$ cat config.mk
export PLATFORM = sky130hd
export DESIGN_NAME = int_controller
export DESIGN_NICKNAME = d
export VERILOG_FILES = /design/src/rtl/int_controller.sv
export SDC_FILE = /design/constraint.sdc
export NUM_CORES = 1
export LEC_CHECK = 0
export ABC_AREA = 0
export CORE_MARGIN = 2
export CORE_UTILIZATION = 25
export DETAILED_ROUTE_END_ITERATION = 6
export DONT_BUFFER_PORTS = 1
export GPL_ROUTABILITY_DRIVEN = 1
export MAX_ROUTING_LAYER = met4
export SYNTH_ARGS = -nofsm -noshare
export SYNTH_HDL_FRONTEND = slang
export SYNTH_SLANG_ARGS = --single-unit
$ cat constraint.sdc
create_clock -name clock -period 2.13 [get_ports clock]
set_input_delay 0.1065 -clock clock [delete_from_list [all_inputs] [get_ports clock]]
set_output_delay 0.1065 -clock clock [all_outputs]
set_load 0.005 [all_outputs]
$ cat src/rtl/int_controller.sv
// Memory-mapped interrupt controller: edge-latched pending bits, fixed lowest-index priority, one-cycle request, EOI handshake.
// Define INT_CTRL_SYNC_EN to pass irq_in through a 2-flop synchronizer before edge detection (adds 2 cycles).
module int_controller #(
    parameter int         NSRC      = 4,
    parameter logic [7:0] BASE_ADDR = 8'hF0
) (
    input  logic            clock,
    input  logic            reset,
    input  logic [NSRC-1:0] irq_in,
    input  logic [7:0]      mem_addr,
    input  logic [7:0]      mem_w_data,
    input  logic            mem_w_en,
    output logic [7:0]      mem_r_data,
    output logic            int_req,
    output logic [7:0]      int_en,
    output logic [7:0]      int_vec
);

    typedef enum logic [1:0] {IDLE = 2'd0, REQ = 2'd1, SERVICE = 2'd2} state_t;

    state_t          state_reg;
    logic [7:0]      ctrl_reg;
    logic [NSRC-1:0] mask_reg;
    logic [NSRC-1:0] pend_reg;
    logic [NSRC-1:0] pend_next;
    logic [NSRC-1:0] irq_prev_reg;
    logic [NSRC-1:0] irq_s;
    logic [NSRC-1:0] edges;
    logic [NSRC-1:0] eligible;
    logic [NSRC-1:0] w1c;
    logic [NSRC-1:0] req_clr;
    logic [7:0]      vec_reg [NSRC];
    logic [2:0]      id_reg;
    logic [2:0]      win_id;
    logic [7:0]      win_vec;
    logic            int_req_reg;
    logic [7:0]      int_vec_reg;
    logic [7:0]      offset;
    logic            in_win;
    logic            wr_en;
    logic [7:0]      mask_ext;
    logic [7:0]      pend_ext;

`ifdef INT_CTRL_SYNC_EN
    logic [NSRC-1:0] sync1_reg;
    logic [NSRC-1:0] sync2_reg;

    always_ff @(posedge clock or posedge reset) begin
        if (reset) begin
            sync1_reg <= '0;
            sync2_reg <= '0;
        end else begin
            sync1_reg <= irq_in;
            sync2_reg <= sync1_reg;
        end
    end
    assign irq_s = sync2_reg;
`else
    assign irq_s = irq_in;
`endif

    // Addresses below BASE_ADDR wrap to large offsets and fall outside the window.
    assign offset   = mem_addr - BASE_ADDR;
    assign in_win   = (offset < 8'd12);
    assign wr_en    = mem_w_en && in_win;
    assign edges    = irq_s & ~irq_prev_reg;
    assign eligible = pend_reg & mask_reg;
    assign w1c      = (wr_en && offset == 8'd2) ? mem_w_data[NSRC-1:0] : '0;

    genvar gi;
    generate
        for (gi = 0; gi < NSRC; gi++) begin : g_clr
            assign req_clr[gi] = (state_reg == REQ) && (id_reg == 3'(gi));
        end
    endgenerate

    // A new edge beats any clear landing on the same bit in the same cycle.
    assign pend_next = (pend_reg & ~w1c & ~req_clr) | edges;

    always_comb begin
        win_id  = '0;
        win_vec = '0;
        for (int i = NSRC - 1; i >= 0; i--) begin
            if (eligible[i]) begin
                win_id  = 3'(i);
                win_vec = vec_reg[i];
            end
        end
    end

    always_comb begin
        mask_ext             = '0;
        mask_ext[NSRC-1:0]   = mask_reg;
        pend_ext             = '0;
        pend_ext[NSRC-1:0]   = pend_reg;
        mem_r_data           = '0;
        if (in_win) begin
            case (offset)
                8'd0:    mem_r_data = ctrl_reg;
                8'd1:    mem_r_data = mask_ext;
                8'd2:    mem_r_data = pend_ext;
                8'd3:    mem_r_data = {(state_reg == SERVICE), 4'b0000, id_reg};
                default: begin
                    for (int i = 0; i < NSRC; i++) begin
                        if (offset == 8'(4 + i)) mem_r_data = vec_reg[i];
                    end
                end
            endcase
        end
    end

    always_ff @(posedge clock or posedge reset) begin
        if (reset) begin
            state_reg    <= IDLE;
            ctrl_reg     <= '0;
            mask_reg     <= '0;
            pend_reg     <= '0;
            irq_prev_reg <= '0;
            id_reg       <= '0;
            int_req_reg  <= 1'b0;
            int_vec_reg  <= '0;
            for (int i = 0; i < NSRC; i++) vec_reg[i] <= '0;
        end else begin
            irq_prev_reg <= irq_s;
            pend_reg     <= pend_next;
            if (wr_en && offset == 8'd0) ctrl_reg <= mem_w_data;
            if (wr_en && offset == 8'd1) mask_reg <= mem_w_data[NSRC-1:0];
            for (int i = 0; i < NSRC; i++) begin
                if (wr_en && offset == 8'(4 + i)) vec_reg[i] <= mem_w_data;
            end
            case (state_reg)
                IDLE: begin
                    int_req_reg <= 1'b0;
                    if (ctrl_reg[0] && (|eligible)) begin
                        id_reg      <= win_id;
                        int_vec_reg <= win_vec;
                        int_req_reg <= 1'b1;
                        state_reg   <= REQ;
                    end
                end
                REQ: begin
                    int_req_reg <= 1'b0;
                    state_reg   <= SERVICE;
                end
                SERVICE: begin
                    int_req_reg <= 1'b0;
                    if (wr_en && offset == 8'd3) state_reg <= IDLE;
                end
                default: begin
                    int_req_reg <= 1'b0;
                    state_reg   <= IDLE;
                end
            endcase
        end
    end

    assign int_req = int_req_reg;
    assign int_vec = int_vec_reg;
    assign int_en  = ctrl_reg;

endmodule

* Word-level counts from Yosys, hierarchy flattened *
Cells that the tools add are included.

cells by class
  bitwise gates (word level) = 8
  order comparisons = 1
  multiplexer cells = 20
  equal/unequal tests = 14
  add/subtract/negate cells = 1
  reduce and logical (&&, ||, !) cells = 20

operators by type and width
  kind                   number
  $mux W8                9
  $eq A8 B3 Y1 const B   4
  $pmux W8 S4            1
  $and A4 B4 Y4          4
  $eq A8 B2 Y1 const B   2
  $logic_and A1 B1 Y1    14
  $not A4 Y4             3
  $mux W3                3
  $eq A8 B1 Y1 const B   1
  $logic_not A8 Y1       1
  $lt A8 B4 Y1 const B   1
  $sub A8 B8 Y8 const B  1
  $eq A3 B2 Y1 const B   2
  $mux W2                3
  $pmux W2 S3            1
  $mux W4                1
  $or A4 B4 Y4           1
  $reduce_and A2 Y1      2
  $reduce_or A4 Y1       1
  $eq A3 B1 Y1 const B   1
  $logic_not A3 Y1       1
  $eq A2 B1 Y1 const B   1
  $eq A2 B2 Y1 const B   1
  $logic_not A2 Y1       1
  other kinds (3)        4

storage, ports and cells
  bits in registers = 66
  input port bits = 23
  output and inout bits = 25
  word-level logic and storage cells = 76

* Depth between registers and ports, before layout *
  word-level depth = 9
  mapped depth = 6
  depth with buffers taken out = 4

* Worst setup path after synthesis *
Ideal clock, no wire load.

  kind = register -> register
  start = reg mask_reg[1]
  end = reg int_vec_reg[0] (netlist: int_vec[0])
  required time = 2.035 ns
  cell stages (with the launch flop) = 7
  data arrival time = 1.340 ns
  setup time = 0.095 ns
  period minus slack after synthesis = 1.436 ns
  buffers on the path = 2
  setup slack = 0.694 ns
  cell sequence = dfrtp_1 > a22o_1 > buf_2 > o21ai_0 > clkbuf_1 > nand2_1 > o31ai_1

between the ends
  longest elaborated chain between the ends = 4
  elaborated cells between the ends (all ways) = 6
  those cells by class = 2 x mux; 1 x bitwise; 3 x reduce/logical

RTL lines
  what                                RTL line  source
  start: declaration                  23        logic [NSRC-1:0] mask_reg;
  start signal: assignment            127       if (wr_en && offset == 8'd1) mask_reg <= mem_w_data[NSRC-1:0];
  $and A4 B4 Y4 (*)                   67        assign eligible = pend_reg & mask_reg;
  $reduce_or A4 Y1                    134       if (ctrl_reg[0] && (|eligible)) begin
  $logic_and A1 B1 Y1                 134
  $reduce_and A2 Y1 (no source line)  --
  end signal: assignment              136       int_vec_reg <= win_vec;
  end: declaration                    37        logic [7:0] int_vec_reg;

Every way passes the cells marked *; elsewhere a longest branch is shown, timed or not.
A chain may end at the register's enable or synchronous reset.

* Final worst setup path *
  start = reg mask_reg[2]
  end = reg int_vec_reg[1] (netlist: int_vec[1])

between the ends
  longest elaborated chain between the ends = 4
  elaborated cells between the ends (all ways) = 7
  those cells by class = 3 x mux; 1 x bitwise; 3 x reduce/logical

RTL lines
  what                                            RTL line
  $and A4 B4 Y4 (*)                               67
  $mux W8 or $reduce_or A4 Y1 (tied branches)     84, 134
  $mux W8 or $logic_and A1 B1 Y1 (tied branches)  84, 134
  $mux W8 or $reduce_and A2 Y1 (tied branches)    --

Marks and branches as above.

==> impl_results.md <==
* Worst Tran Pin Value at 852 ps
* Slew HR at 43.2%
* CTS clk-pin slew, worst paths at 50 ps
* Sink Count at 65
* Vias per std cell at 5.10
* Slew Limit Fails at 0
* Yosys cell types at 42
* Post-synthesis instance total at 250
* GRT Total Usage at 14.5%
* Number of synthesized flops with an enable pin at 0
* Residual DRC count at 0
* First-pass GRT wire length at 14.6 mm
* Fin crit share at 77.6%
* Crit. End Element: flop
* CTS tree: done
* H-tree Lvls at 3
* Final Net Count at 293
* Min-delay src: mem_w_data[1]
* Die Span Y at 117 um
* Antenna fix cells at 0
* Top FF cell, synth: dfrtp_1
* Cell leakage power at 1.67 nW
* Syn avg cell area at 12.9 sq um
* Initial Utilization at 25.6%
* Area grow syn2layout at 17.9%
* Max reg flops at 32
* Total number of yosys warnings at 0
* Peak Freq at 0.605 GHz
* Pwr per Cell Area at 747 mW/mm^2
* Worst vdd ir at 339 uV
* Initial antenna violation count at 0
* Seq/Total Area, Yosys at 50.5%
* DIE WIDTH at 117 um
* Max-cap violations at 0
* Final Util at 30.2%
* Final hold violation count at 0
* Worst Skew at 5.57 ps
* Worst Setup SP: mask_reg[2]$_DFFE_PP0P_
* Setup TNS at 0 ps
* Synth async-reset ratio at 100%
* Dpl ws at 372 ps
* Core Rows at 41
* Buffers on Ports at 0
* Iter 0 DRT Violations at 108
* WP data arrival at 1880 ps
* Clock Latency Late Sink at 330 ps
* Final ANT Viol Nets at 0
* Setup Fix Bufs, Post-CTS at 0
* Seq cells post-synth at 65
* Syn Std Cell Area at 0.00322 sq mm
* Via Count at 2,263
* Wire length per cell at 20.6 um
* Root Buffer Master: clkbuf_16
* CTS buffer count at 9
* # setup viols final at 0
* Status: finished clean
* # IOs at 48
* Syn Nets at 273
* Hold WC Path Type: input pin to flop
* Total gr overflow at 0
* Reg-to-Reg Start: mask_reg[2]$_DFFE_PP0P_
* Required @ worst endpoint at 2350 ps
* Hold WS at 14.8 ps
* Clock buffer depth at 2
* RSZ-0062 raised after global routing: no
* GPL Wtd Cong at 0.758
* Fin crit period at 1650 ps
* Drt first pass iters at 4
* Crit path max fanout at 9
* Layout cells sized above 1 at 30.1%
* Detailed placer's ending HPWL at 5.95 mm
* DRT Wirelength at 9.13 mm
* CP Class: flop to flop
* CORE AREA at 0.0126 sq mm
* Die area at 0.0138 sq mm
* Startpoint types: flop
* Vias in the first global route at 2,409
* Tot Pwr at 2.84 mW
* Setup ws final at 476 ps
* Largest net degree at the start of global routing at 66
==> cells in the final DEF, fill, tap and decap left out, types with 2 or more instances in the layout <==
cell	netlist	final
o22ai_1	11	11
clkbuf_1	2	2
mux2_2	36	36
o21ai_0	6	5
clkbuf_16	0	9
nor2_1	6	6
mux4_2	10	10
nand3_1	6	6
a22o_1	2	2
nand2_1	24	24
a311oi_1	3	3
clkinv_2	1	2
nor3_1	2	2
nor4_4	2	2
a221oi_1	8	8
buf_4	2	6
dlygate4sd3_1	0	14
o31ai_1	9	9
and2_1	2	2
nand2b_1	2	2
mux2i_1	2	2
dfrtp_1	65	65
inv_1	8	7
a21oi_1	7	7
and3_1	4	4
mux2_4	8	8
==> synthesized netlist by cell type, types with 3 or more instances <==
| cell | instances | area (sq um) |
|---|---|---|
| a21oi_1 | 7 | 35.0 |
| a221oi_1 | 8 | 70.1 |
| a311oi_1 | 3 | 26.3 |
| and3_1 | 4 | 25.0 |
| buf_2 | 3 | 15.0 |
| buf_6 | 3 | 33.8 |
| dfrtp_1 | 65 | 1630 |
| inv_1 | 8 | 30.0 |
| mux2_2 | 36 | 405 |
| mux2_4 | 8 | 120 |
| mux4_2 | 10 | 225 |
| nand2_1 | 24 | 90.1 |
| nand3_1 | 6 | 30.0 |
| nor2_1 | 6 | 22.5 |
| o21ai_0 | 6 | 30.0 |
| o22ai_1 | 11 | 68.8 |
| o31ai_1 | 9 | 67.6 |
==> layout make-up <==
type,count,area (sq um)
clock buffers,12,246
clock inverters,1,5.00
multi-input cells,164,1480
inverters,10,38.8
well taps,172,215
fillers,1286,8770
flip-flops and latches,65,1630
repair buffers,20,185
==> power breakdown <==
part           internal, mW  total, mW  switching [mW]
registers              1.28       1.33          0.0421
clock network         0.796       1.29           0.495
logic                 0.109      0.219           0.109
==> critical path: stages (launching register included) <==
cell	delay [ps]
dfrtp_1	410
and2_1	300
nor2_2	410
a221oi_1	150
o31ai_1	280
==> routing by layer <==
metal / up-vias / share of wire [%] / GRT usage, %
li1: 992 / - / -
met1: 1186 / 45 / 18.6
met2: 74 / 45 / 20.9
met3: 11 / 8.2 / 5.23
met4: 0 / 1.7 / 5.27
met5: - / 0 / -
==> logic make-up (layout without fill, tap and decap cells) <==
group	count (synthesis)	after routing	share of synthesized area, %
mux	56	56	24.0
compound gates	47	47	10.1
simple gates	61	61	11.9
flops	65	65	50.5
buf+inv	21	43	3.54
==> stage by stage <==
step / area [sq um] / std cells
global placement: 3400 / 417
floorplan: 3220 / 250
global route: 3790 / 444
finish: 3790 / 444
CTS: 3790 / 444
detailed placement: 3400 / 417
==> final timing paths <==
path / slack, ps / to / cells past startpoint
max: 480 / int_vec[1]$_DFFE_PP0P_ / 4
min: 10 / pend_reg[1]$_DFF_PP0_ / 2
max in group asynchronous: 1060 / int_vec[2]$_DFFE_PP0P_ / 3
min in group asynchronous: 490 / int_en[4]$_DFFE_PP0P_ / 3
max reg2reg: 480 / int_vec[1]$_DFFE_PP0P_ / 4
min reg2reg: 430 / pend_reg[2]$_DFF_PP0_ / 1
==> what timing repair did <==
item	4_1_cts	5_1_grt
hold buffers	14	0
gates resized for setup	0	0
hold endpoints to repair	118	0
setup endpoints to repair	0	0
(Power assumes the default switching activity.)
